--- config.mk ---
export PLATFORM = sky130hd
export DESIGN_NAME = gate_test_sequencer
export DESIGN_NICKNAME = d
export VERILOG_FILES = /design/src/rtl/gate_test_sequencer.sv
export SDC_FILE = /design/constraint.sdc
export NUM_CORES = 1
export LEC_CHECK = 0
export CAP_MARGIN = 5
export CELL_PAD_IN_SITES_DETAIL_PLACEMENT = 1
export CELL_PAD_IN_SITES_GLOBAL_PLACEMENT = 1
export CORE_UTILIZATION = 40
export DETAILED_ROUTE_END_ITERATION = 7
export PLACE_DENSITY_LB_ADDON = 0.1
export SYNTH_ARGS = -nofsm -noshare
export SYNTH_HDL_FRONTEND = slang
export SYNTH_SLANG_ARGS = --single-unit
--- constraint.sdc ---
create_clock -name clk -period 2.5 [get_ports clk]
set_clock_uncertainty 0.1 [all_clocks]
set_input_delay 0.625 -clock clk [delete_from_list [all_inputs] [get_ports clk]]
set_output_delay 0.625 -clock clk [all_outputs]
set_load 0.02 [all_outputs]
--- src/rtl/gate_test_sequencer.sv ---
// Sequencer that walks a logic gate DUT through its truth table and counts output mismatches.
// Optional build macro GATE_SEQ_STOP_ON_FAIL_EN ends the run at the first mismatching vector.
module gate_test_sequencer #(
    parameter int N_IN   = 2,
    parameter int SETTLE = 2
) (
    input  logic            clk,
    input  logic            rst_n,
    input  logic            start,
    input  logic [2:0]      gate_sel,
    output logic [N_IN-1:0] dut_in,
    input  logic            dut_y,
    output logic            busy,
    output logic            done,
    output logic            pass,
    output logic [N_IN:0]   fail_cnt,
    output logic [N_IN-1:0] vec_idx
);

    // state    | meaning
    // IDLE     | waiting for start; results of the last run held
    // APPLY    | register the current vector onto dut_in
    // SETTLE   | hold dut_in for SETTLE cycles
    // CHECK    | compare dut_y with the golden value, advance or finish
    // DONE     | one-cycle done pulse, then back to IDLE
    typedef enum logic [2:0] {
        ST_IDLE,
        ST_APPLY,
        ST_SETTLE,
        ST_CHECK,
        ST_DONE
    } state_t;

`ifdef GATE_SEQ_STOP_ON_FAIL_EN
    localparam logic STOP_ON_FAIL = 1'b1;
`else
    localparam logic STOP_ON_FAIL = 1'b0;
`endif

    state_t            state_q, state_d;
    logic [2:0]        gate_q, gate_d;
    logic [3:0]        cnt_q, cnt_d;
    logic [N_IN-1:0]   dut_in_q, dut_in_d;
    logic [N_IN-1:0]   vec_idx_q, vec_idx_d;
    logic [N_IN:0]     fail_cnt_q, fail_cnt_d;
    logic              busy_q, busy_d;
    logic              done_q, done_d;
    logic              pass_q, pass_d;

    logic              golden;
    logic              mismatch;
    logic              last_vec;
    logic [N_IN:0]     fail_inc;

    always_comb begin
        golden = 1'b0;
        case (gate_q)
            3'd0:    golden = ~dut_in_q[0];
            3'd1:    golden = &dut_in_q;
            3'd2:    golden = |dut_in_q;
            3'd3:    golden = ~(&dut_in_q);
            3'd4:    golden = ~(|dut_in_q);
            3'd5:    golden = ^dut_in_q;
            3'd6:    golden = ~(^dut_in_q);
            default: golden = 1'b0;
        endcase
    end

    // NOT only exercises dut_in[0], so its table ends after vector 1
    assign last_vec = (gate_q == 3'd0) ? (vec_idx_q == N_IN'(1)) : (&vec_idx_q);
    assign mismatch = (dut_y != golden);
    assign fail_inc = mismatch ? (fail_cnt_q + (N_IN+1)'(1)) : fail_cnt_q;

    always_comb begin
        state_d    = state_q;
        gate_d     = gate_q;
        cnt_d      = cnt_q;
        dut_in_d   = dut_in_q;
        vec_idx_d  = vec_idx_q;
        fail_cnt_d = fail_cnt_q;
        busy_d     = busy_q;
        pass_d     = pass_q;
        done_d     = 1'b0;
        case (state_q)
            ST_IDLE: begin
                if (start) begin
                    gate_d     = gate_sel;
                    fail_cnt_d = '0;
                    vec_idx_d  = '0;
                    dut_in_d   = '0;
                    pass_d     = 1'b0;
                    busy_d     = 1'b1;
                    state_d    = ST_APPLY;
                end
            end
            ST_APPLY: begin
                if (gate_q == 3'd7) begin
                    pass_d  = 1'b0;
                    busy_d  = 1'b0;
                    done_d  = 1'b1;
                    state_d = ST_DONE;
                end else begin
                    dut_in_d = vec_idx_q;
                    cnt_d    = 4'(SETTLE - 1);
                    state_d  = ST_SETTLE;
                end
            end
            ST_SETTLE: begin
                if (cnt_q == 4'd0) begin
                    state_d = ST_CHECK;
                end else begin
                    cnt_d = cnt_q - 4'd1;
                end
            end
            ST_CHECK: begin
                fail_cnt_d = fail_inc;
                if (last_vec || (STOP_ON_FAIL && mismatch)) begin
                    pass_d  = (fail_inc == '0);
                    busy_d  = 1'b0;
                    done_d  = 1'b1;
                    state_d = ST_DONE;
                end else begin
                    vec_idx_d = vec_idx_q + N_IN'(1);
                    state_d   = ST_APPLY;
                end
            end
            ST_DONE: begin
                state_d = ST_IDLE;
            end
            default: state_d = ST_IDLE;
        endcase
    end

    always_ff @(posedge clk or negedge rst_n) begin
        if (!rst_n) begin
            state_q    <= ST_IDLE;
            gate_q     <= 3'd0;
            cnt_q      <= 4'd0;
            dut_in_q   <= '0;
            vec_idx_q  <= '0;
            fail_cnt_q <= '0;
            busy_q     <= 1'b0;
            done_q     <= 1'b0;
            pass_q     <= 1'b0;
        end else begin
            state_q    <= state_d;
            gate_q     <= gate_d;
            cnt_q      <= cnt_d;
            dut_in_q   <= dut_in_d;
            vec_idx_q  <= vec_idx_d;
            fail_cnt_q <= fail_cnt_d;
            busy_q     <= busy_d;
            done_q     <= done_d;
            pass_q     <= pass_d;
        end
    end

    assign dut_in   = dut_in_q;
    assign vec_idx  = vec_idx_q;
    assign fail_cnt = fail_cnt_q;
    assign busy     = busy_q;
    assign done     = done_q;
    assign pass     = pass_q;

endmodule

---- Word-level counts from Yosys, hierarchy flattened ----
Index checks and enable logic that the tools add are counted.
cells by class
  mux-type cells .......................... 28
  reductions and logical operators ........ 19
  bitwise gates (word level) .............. 4
  add/subtract/negate cells ............... 3
  equal/unequal tests ..................... 19
operator list
  cell                   count
  $mux W3                6
  $ne A2 B2 Y1 const B   7
  $eq A3 B2 Y1 const B   4
  $eq A3 B3 Y1 const B   4
  $pmux W3 S4            1
  $reduce_and A2 Y1      5
  $logic_not A3 Y1       3
  $reduce_and A3 Y1      3
  $mux W1                8
  $mux W4                2
  $pmux W2 S2            2
  $pmux W4 S2            1
  $pmux W1 S7            1
  $eq A3 B1 Y1 const B   2
  $mux W2                3
  $pmux W1 S3            2
  $pmux W3 S2            1
  $reduce_bool A2 Y1     3
  $logic_not A4 Y1       1
  $not A1 Y1             4
  $reduce_and A4 Y1      1
  $sub A4 B1 Y4 const B  1
  $add A3 B1 Y3 const B  1
  $reduce_bool A3 Y1     1
  6 further kinds        6
word-level totals
  bits in registers ....................... 20
  output and inout port bits .............. 10
  input bits .............................. 7
  word-level logic and storage cells ...... 82

---- Logic depth before layout (Yosys ltp) ----
  depth in word-level cells ............... 8
  gate-level depth with buffers ........... 8
  mapped depth without buffers ............ 8

---- Least setup slack after synthesis ----
OpenSTA, ideal clock, no wires.
  path kind ............................... flip-flop to flip-flop
  start ................................... reg dut_in_q[0] (netlist: dut_in[0])
  end ..................................... reg pass_q (netlist: pass)
  data arrival time ....................... 2.133 ns
  library setup time ...................... 0.122 ns
  cell stages (with the launch flop) ...... 9
  slack ................................... 0.146 ns
  path buffers ............................ 0
  data required time ...................... 2.278 ns
  clock period less this slack ............ 2.354 ns
  path through ............................ dfrtp_1 > inv_1 > ha_1 > mux2_1 > o22ai_1 > o21ai_0 > and2_4 > mux2_4 > a32o_1
between the ends
  word-level cells in the longest chain between the ends .. 8
  elaborated cells on any way between the ends .. 13
  those cells by class .................... 1 x eq/ne; 4 x mux; 4 x bitwise; 4 x reduce/logical
RTL lines
  what                                       RTL line    text
  start: declaration                         43          logic [N_IN-1:0] dut_in_q, dut_in_d;
  start signal: assignment                   149         dut_in_q <= dut_in_d;
  $reduce_xor A2 Y1 (tied with other cells)  63, 64
  $not A1 Y1, on equally long branches       64, 61, 62
  $pmux W1 S7 (*)                            57          case (gate_q)
  $ne A1 B1 Y1 (*)                           71          assign mismatch = (dut_y != golden);
  $mux W3 (*)                                72          assign fail_inc = mismatch ? (fail_cnt_q + (N_IN+1)'(1)) : fail_cnt_q;
  $logic_not A3 Y1 (*)                       118         pass_d = (fail_inc == '0);
  $mux W1 (*)                                117         if (last_vec || (STOP_ON_FAIL && mismatch)) begin
  $pmux W1 S3 (*)                            84          case (state_q)
  end signal: assignment                     154         pass_q <= pass_d;
  end: declaration                           48          logic pass_q, pass_d;
Mark *: on every way between the ends. The rest lies on a longest branch, timed or not. The select of a mux whose other input is x is not followed.
A chain may end at the register's enable or synchronous reset.

---- Final worst setup path ----
  start ................................... reg dut_in_q[1] (netlist: dut_in[1])
  end ..................................... reg pass_q (netlist: pass)
Same word-level chain as after synthesis.

==> impl_results.md <==
- Outcome: finished clean
- Simple-gate share of the synthesized area: 20.38%
- Worst min path class: reg2reg
- Hold WS: 420.3 ps
- # rows: 18
- # fillers: 297
- Post-synth EDFFs: 0
- Critical R2R Launch: dut_in[1]
- Die area: 3009 µm²
- DRT Wirelength: 2413 µm
- Antenna cells: 0
- Post-CTS Resized: 0
- Cells after DPL: approximately 160
- Layout Cells excl Fill: 163
- Worst reg2reg path depth: 8
- Post-Synth XOR/XNOR Area: 2.352%
- Die Width: 54.85 µm
- Clk sinks: 20
- Nets: 148
- Max IR drop VDD: 0.6845 mV
- Tightest Pin Transition: 502.5 ps
- Initial Util: 43.52%
- Input/output buffers: 16
- Post-route ant nets: 0
- Worst reg2reg setup slack: roughly 150 ps
- Seq cells post-synth: 20
- Adder and majority gate portion of the synthesized area: 7.839%
- Post-route total power: between 1500 and 2000 µW
- Fraction of layout cells with a size suffix above 1: 12.78%
- Area of the multi-input gates: 571.8 µm²
- Power Density: around 1300 nW/µm²
- Routability cong.: 0.7153
- Dpl hpwl: 1875 µm
- Crit path required time: 2600 ps
- Lkg Pwr: about 0.00062 µW
- Worst Setup End Kind: flop
- Clock period minus worst slack: 2346 ps
- Clk pin slew, worst setup/hold paths: roughly 110 ps
- Overall routing resource usage: 18.32%
- Max Transition Viols Final: 0
- Max-Cap Viols: 0
- Largest cells by area after synthesis: dfrtp_1, ha_1, mux2_2
- FMAX: 426.3 MHz
- Post-synthesis mux area share: 9.071%
- Crit path DAT: 2450 ps
- First-pass GRT wire length: 3822 µm
- Avg Inst Size Synth: between 9 and 10 µm²
- Critical Path Source Type: flop
- Synth Cell Area: 1117 µm²
- Post-synthesis sequential area ratio: 44.79%
- Commonest cells after routing, fill and taps aside: dfrtp_1, clkdlybuf4s50_1, nand2_1
- CTS tree: built
- Final setup vio count: 0
- Hold path cells: 1
- Io pins: 17
- Largest family of logic cells by synthesized area: simple AND/OR/NAND/NOR gates
- Gate Count Post-Synth: around 110
- Worst Setup Path Type: reg2reg
- Worst R2R End: pass
- Hold_buf cts: 0
- Min-delay src: state_q[2]
- Syn nets: 126
- Most common cell after layout, fill and taps aside: dfrtp_1
- RSZ-0062 raised after global routing: no
- Die Y: 54.85 µm
- Clock Root Buffer: clkbuf_4
- Worst-path maximum fanout: 4
- H-tree levels: 1
- Clock latency on the worst-skew pair: roughly 300 ps
- Hold Path End: state_q[0]
- Number of buffers created by CTS: 3
- Hold Violations, Final: 0
- Compound-Gate Fraction of Synth Area: between 10% and 20%
- Setup TNS: 0 ps
- Area grow syn2layout: 21.95%
- Largest net degree at the start of global routing: 21
- WL/cell: 14.80 µm
- Async S/R FF share, synth: 100.0%
- Ys Warns: 0
- Initial antenna violation count: 0
- Max_slew headroom: between 60 and 70%
- Storage cell area: 500.5 µm²
- Synth top area share: 44.79%
- DRC: 0
- Largest area contributor in the netlist: dfrtp_1
- Tcrit/Tclk final: 93.83%
- Ys flop type: dfrtp_1
- GRT Residual Overflow: 0
- Vias: ~900
- Max clock buf depth: 2
- Number of global-route vias before repair: 887
- Core ar.: 2567 µm²
- DR vias/cell: 5.411
- First-pass DRT Iterations: 4
- First DRT Iteration DRCs: 8
- Post-synth cell types: 35
## cell type report
cell class                 count  share of cell area, %
clock buffer                   4                  2.663
tap                           30                  2.755
multi-input combinational     82                  41.96
inverter                       7                  1.928
timing repair buffer          20                  13.96
sequential                    20                  36.73
## Yosys cell counts (2+ instances only)
library cell,instances
clkbuf_1,2
nand2_1,10
xor2_1,2
nor2b_1,3
inv_1,7
o21ai_0,8
or2_2,2
nand3_1,4
a21oi_1,2
nand2b_1,5
dfrtp_1,20
o22ai_1,2
nor2_1,8
mux2_2,4
and3_1,2
ha_1,7
mux2i_1,3
nor3_1,4
## through the flow
step	util (%)	setup slack, ps	area (µm²)
finish	53.07	154.3	1363
global route	53.07	2.938	1363
CTS	52.78	107.4	1355
detailed placement	51.36	134.2	1319
global placement	51.36	148.2	1319
floorplan	-	145.5	1117
## kinds of logic after synthesis
group                    Yosys count
adder cells (fa/ha/maj)            7
multiplexers                       9
AND/OR/NAND/NOR                   43
AO/OA/AOI/OAI                     20
flip-flops                        20
XOR/XNOR                           3
buffers and inverters             10
## worst max-delay path by stage
stage                    from    to  slack, ps
floorplan           dut_in[0]  pass        150
global placement        dut_y  pass        150
detailed placement      dut_y  pass        130
CTS                 dut_in[0]  pass        110
global route        dut_in[1]  pass          3
finish              dut_in[1]  pass        150
## critical path, stage by stage (launching register included)
cell and delay [ps]:
dfrtp_1 410, inv_1 60, ha_1 280, mux2_1 290
o22ai_1 200, o21ai_0 180, and2_4 190, mux2_4 280
a32o_1 250
## flip-flops by register name, indices dropped and copies added (netlist names)
register and flops:
vec_idx 2, state_q 3, gate_q 3, done 1
pass 1, busy 1, cnt_q 4, dut_in 2
fail_cnt 3
## timing repair
| action | 4_1_cts | 5_1_grt |
|---|---|---|
| endpoints found under the setup margin | 0 | 1 |
| endpoints found under the hold margin | 0 | 0 |
| setup buffers | 0 | 1 |
## where the power goes
group	switching, µW	internal [µW]
combinational	462	465
sequential	160	455
clock	99.1	88.8
## per-layer routing
layer  wire length [µm]  global-route usage [%]
met1               1129                   22.37
met2               1200                   32.33
met3                 70                   2.778
met5                  0                       0
met4                 13                   5.983
No activity file was read; power rests on OpenSTA's default activity.
==> patch (same flow settings) <==
Remove the register `done_q`: a continuous assignment takes its place, so the output `done` follows one clock earlier.
--- a/src/rtl/gate_test_sequencer.sv
+++ b/src/rtl/gate_test_sequencer.sv
@@ -141,5 +141,4 @@
             fail_cnt_q <= '0;
             busy_q     <= 1'b0;
-            done_q     <= 1'b0;
             pass_q     <= 1'b0;
         end else begin
@@ -151,8 +150,9 @@
             fail_cnt_q <= fail_cnt_d;
             busy_q     <= busy_d;
-            done_q     <= done_d;
             pass_q     <= pass_d;
         end
     end
+
+    assign done_q = done_d;
 
     assign dut_in   = dut_in_q;
Formal check against the unedited RTL: not equivalent (Yosys sat finds a counterexample within 4 cycles, from zero or initial values and one cycle with rst_n low).
==> patch against the unedited design <==
Total power increased by 3.5%. Routed wire length increased by 11%. Sequential cell count decreased by 1. Worst setup slack got worse by 0.023 ns. Final area increased by 4.5%. Area after synthesis decreased by 2.8%. Critical endpoint unchanged. Largest cell class unchanged. Highest routed layer unchanged.
==> patch: results (changes against the unedited design) <==
* Postcts setup bufs at 3 (+3)
* Commonest cells post-synth: 19 x dfrtp_1, 9 x nand2_1, 8 x inv_1, 8 x nor2_1, 8 x o21ai_0
* R2R Setup Slk at 0.13 ns (-0.02 ns)
* Hold wc startpoint: busy$_DFFE_PN0P_
* Clk root buf: clkbuf_4
* Hold Crit Class: flip-flop to flip-flop
* Latest clock arrival within the worst-skew pair at 0.31 ns
* Pin count of the biggest net entering global routing at 20 (-4.8%)
* Worst VDD drop at 0.000807 V (+18%)
* DR iter-0 viols at 10 (+2)
* Seq/Total Area, Yosys at 0.438 (-0.0101)
* Max Root-Sink Buffers at 2 (unchanged)
* Worst Hold Endpoint: busy$_DFFE_PN0P_
* Grt ovf at 0 (unchanged)
* Hold WS at 0.399 ns (-0.0211 ns)
* Cells on worst reg2reg path at 8 (unchanged)
* H-tree levels at 1 (unchanged)
* Gr usage total at 0.216 (+0.0324)
* CP startpoint: dut_in[1]$_DFFE_PN0P_
* Rel. slew slack at 0.653 (-0.00770)
* Drt first pass iters at 4 (unchanged)
* Vias in the first global route at 940 (+6.0%)
* Warnings from Yosys at 0 (unchanged)
* Arrival time of the worst setup path at 2.48 ns (+0.03 ns)
* P_leak at 0.662 nW (+7.4%)
* Nets at 158 (+6.8%)
* Synth cell types at 35 (unchanged)
* Clock slew at reported path FFs at 0.11 ns (about the same)
* Port Buffers at 16 (unchanged)
* Hold Path Stages at 1 (unchanged)
* Global-route wire length before repair at 4250 µm (+11%)
* Max FFs per register at 4 (unchanged)
* Area contributors post-synth: dfrtp_1 44%, ha_1 8.1%, mux2_2 4.1%
* Net Count, Synth at 124 (-1.6%)
* Ratio of cells with drive above 1 in the final layout at 0.224 (+0.0960)
* Status: completed
* CTS resizes at 2 (+2)
* # fillers at 298 (+0.34%)
* Vias/cell at 5.32 (-1.6%)
* Placer Congestion at 0.784 (+9.6%)
* Critical path fanouts, max at 3 (-1)
* HPWL Detailed at 2060 µm (+9.8%)
* Antenna violations before repair at 0 (unchanged)
* Routed WL per cell at 15.4 µm (+4.3%)
[patch: critical path, cell delays in order (launching register included)]
cell,delay (ns)
dfrtp_1,0.38
inv_1,0.05
ha_1,0.29
mux2_1,0.32
o22ai_2,0.21
o21ai_0,0.17
and2_4,0.20
mux2_4,0.30
a32o_1,0.25
[patch: stage by stage]
step / total power, mW / std cells / cell area [µm²] / util / worst slack [ns]
global placement: 1.53 / 165 / 1360 / 0.537 / 0.124
detailed placement: 1.59 / 165 / 1360 / 0.537 / 0.0294
finish: 1.79 / 173 / 1420 / 0.564 / 0.131
CTS: 1.78 / 172 / 1410 / 0.559 / 0.00151
floorplan: 1.18 / 110 / 1090 / - / 0.146
global route: 1.93 / 173 / 1420 / 0.564 / 0.0212
[patch: routing by layer]
metal  share of wire  track usage  vias up  routed length (µm)
li1                -            -      450                   -
met1            0.43        0.235      451                1140
met2            0.53        0.407       15                1420
met3           0.023       0.0339        5                  62
met4           0.018       0.0897        0                  48
met5               0            0        -                   0
[patch: final cells by class]
class / count / share of cell area
Timing Repair Buffer: 32 / 0.193
Sequential cell: 19 / 0.334
Clock inverter: 1 / 0.00351
Inverter: 8 / 0.0211
Tap cell: 30 / 0.0264
Clock buffer: 3 / 0.0158
Multi-Input combinational cell: 80 / 0.406
[patch: kinds of logic (layout without fill, tap and decap cells)]
kind of cell    Yosys count  count (layout)  synth area share
simple gates             41              41             0.200
mux                       8               8            0.0841
buf+inv                  11              44            0.0449
compound gates           21              21             0.128
fa+ha+maj                 7               7            0.0806
xor+xnor                  3               3            0.0242
flops                    19              19             0.438
[patch: report_power, final]
part / switching (mW) / internal (mW)
Combinational: 0.554 / 0.547
Sequential: 0.0998 / 0.428
Clock: 0.101 / 0.0598
Total: 0.754 / 1.04
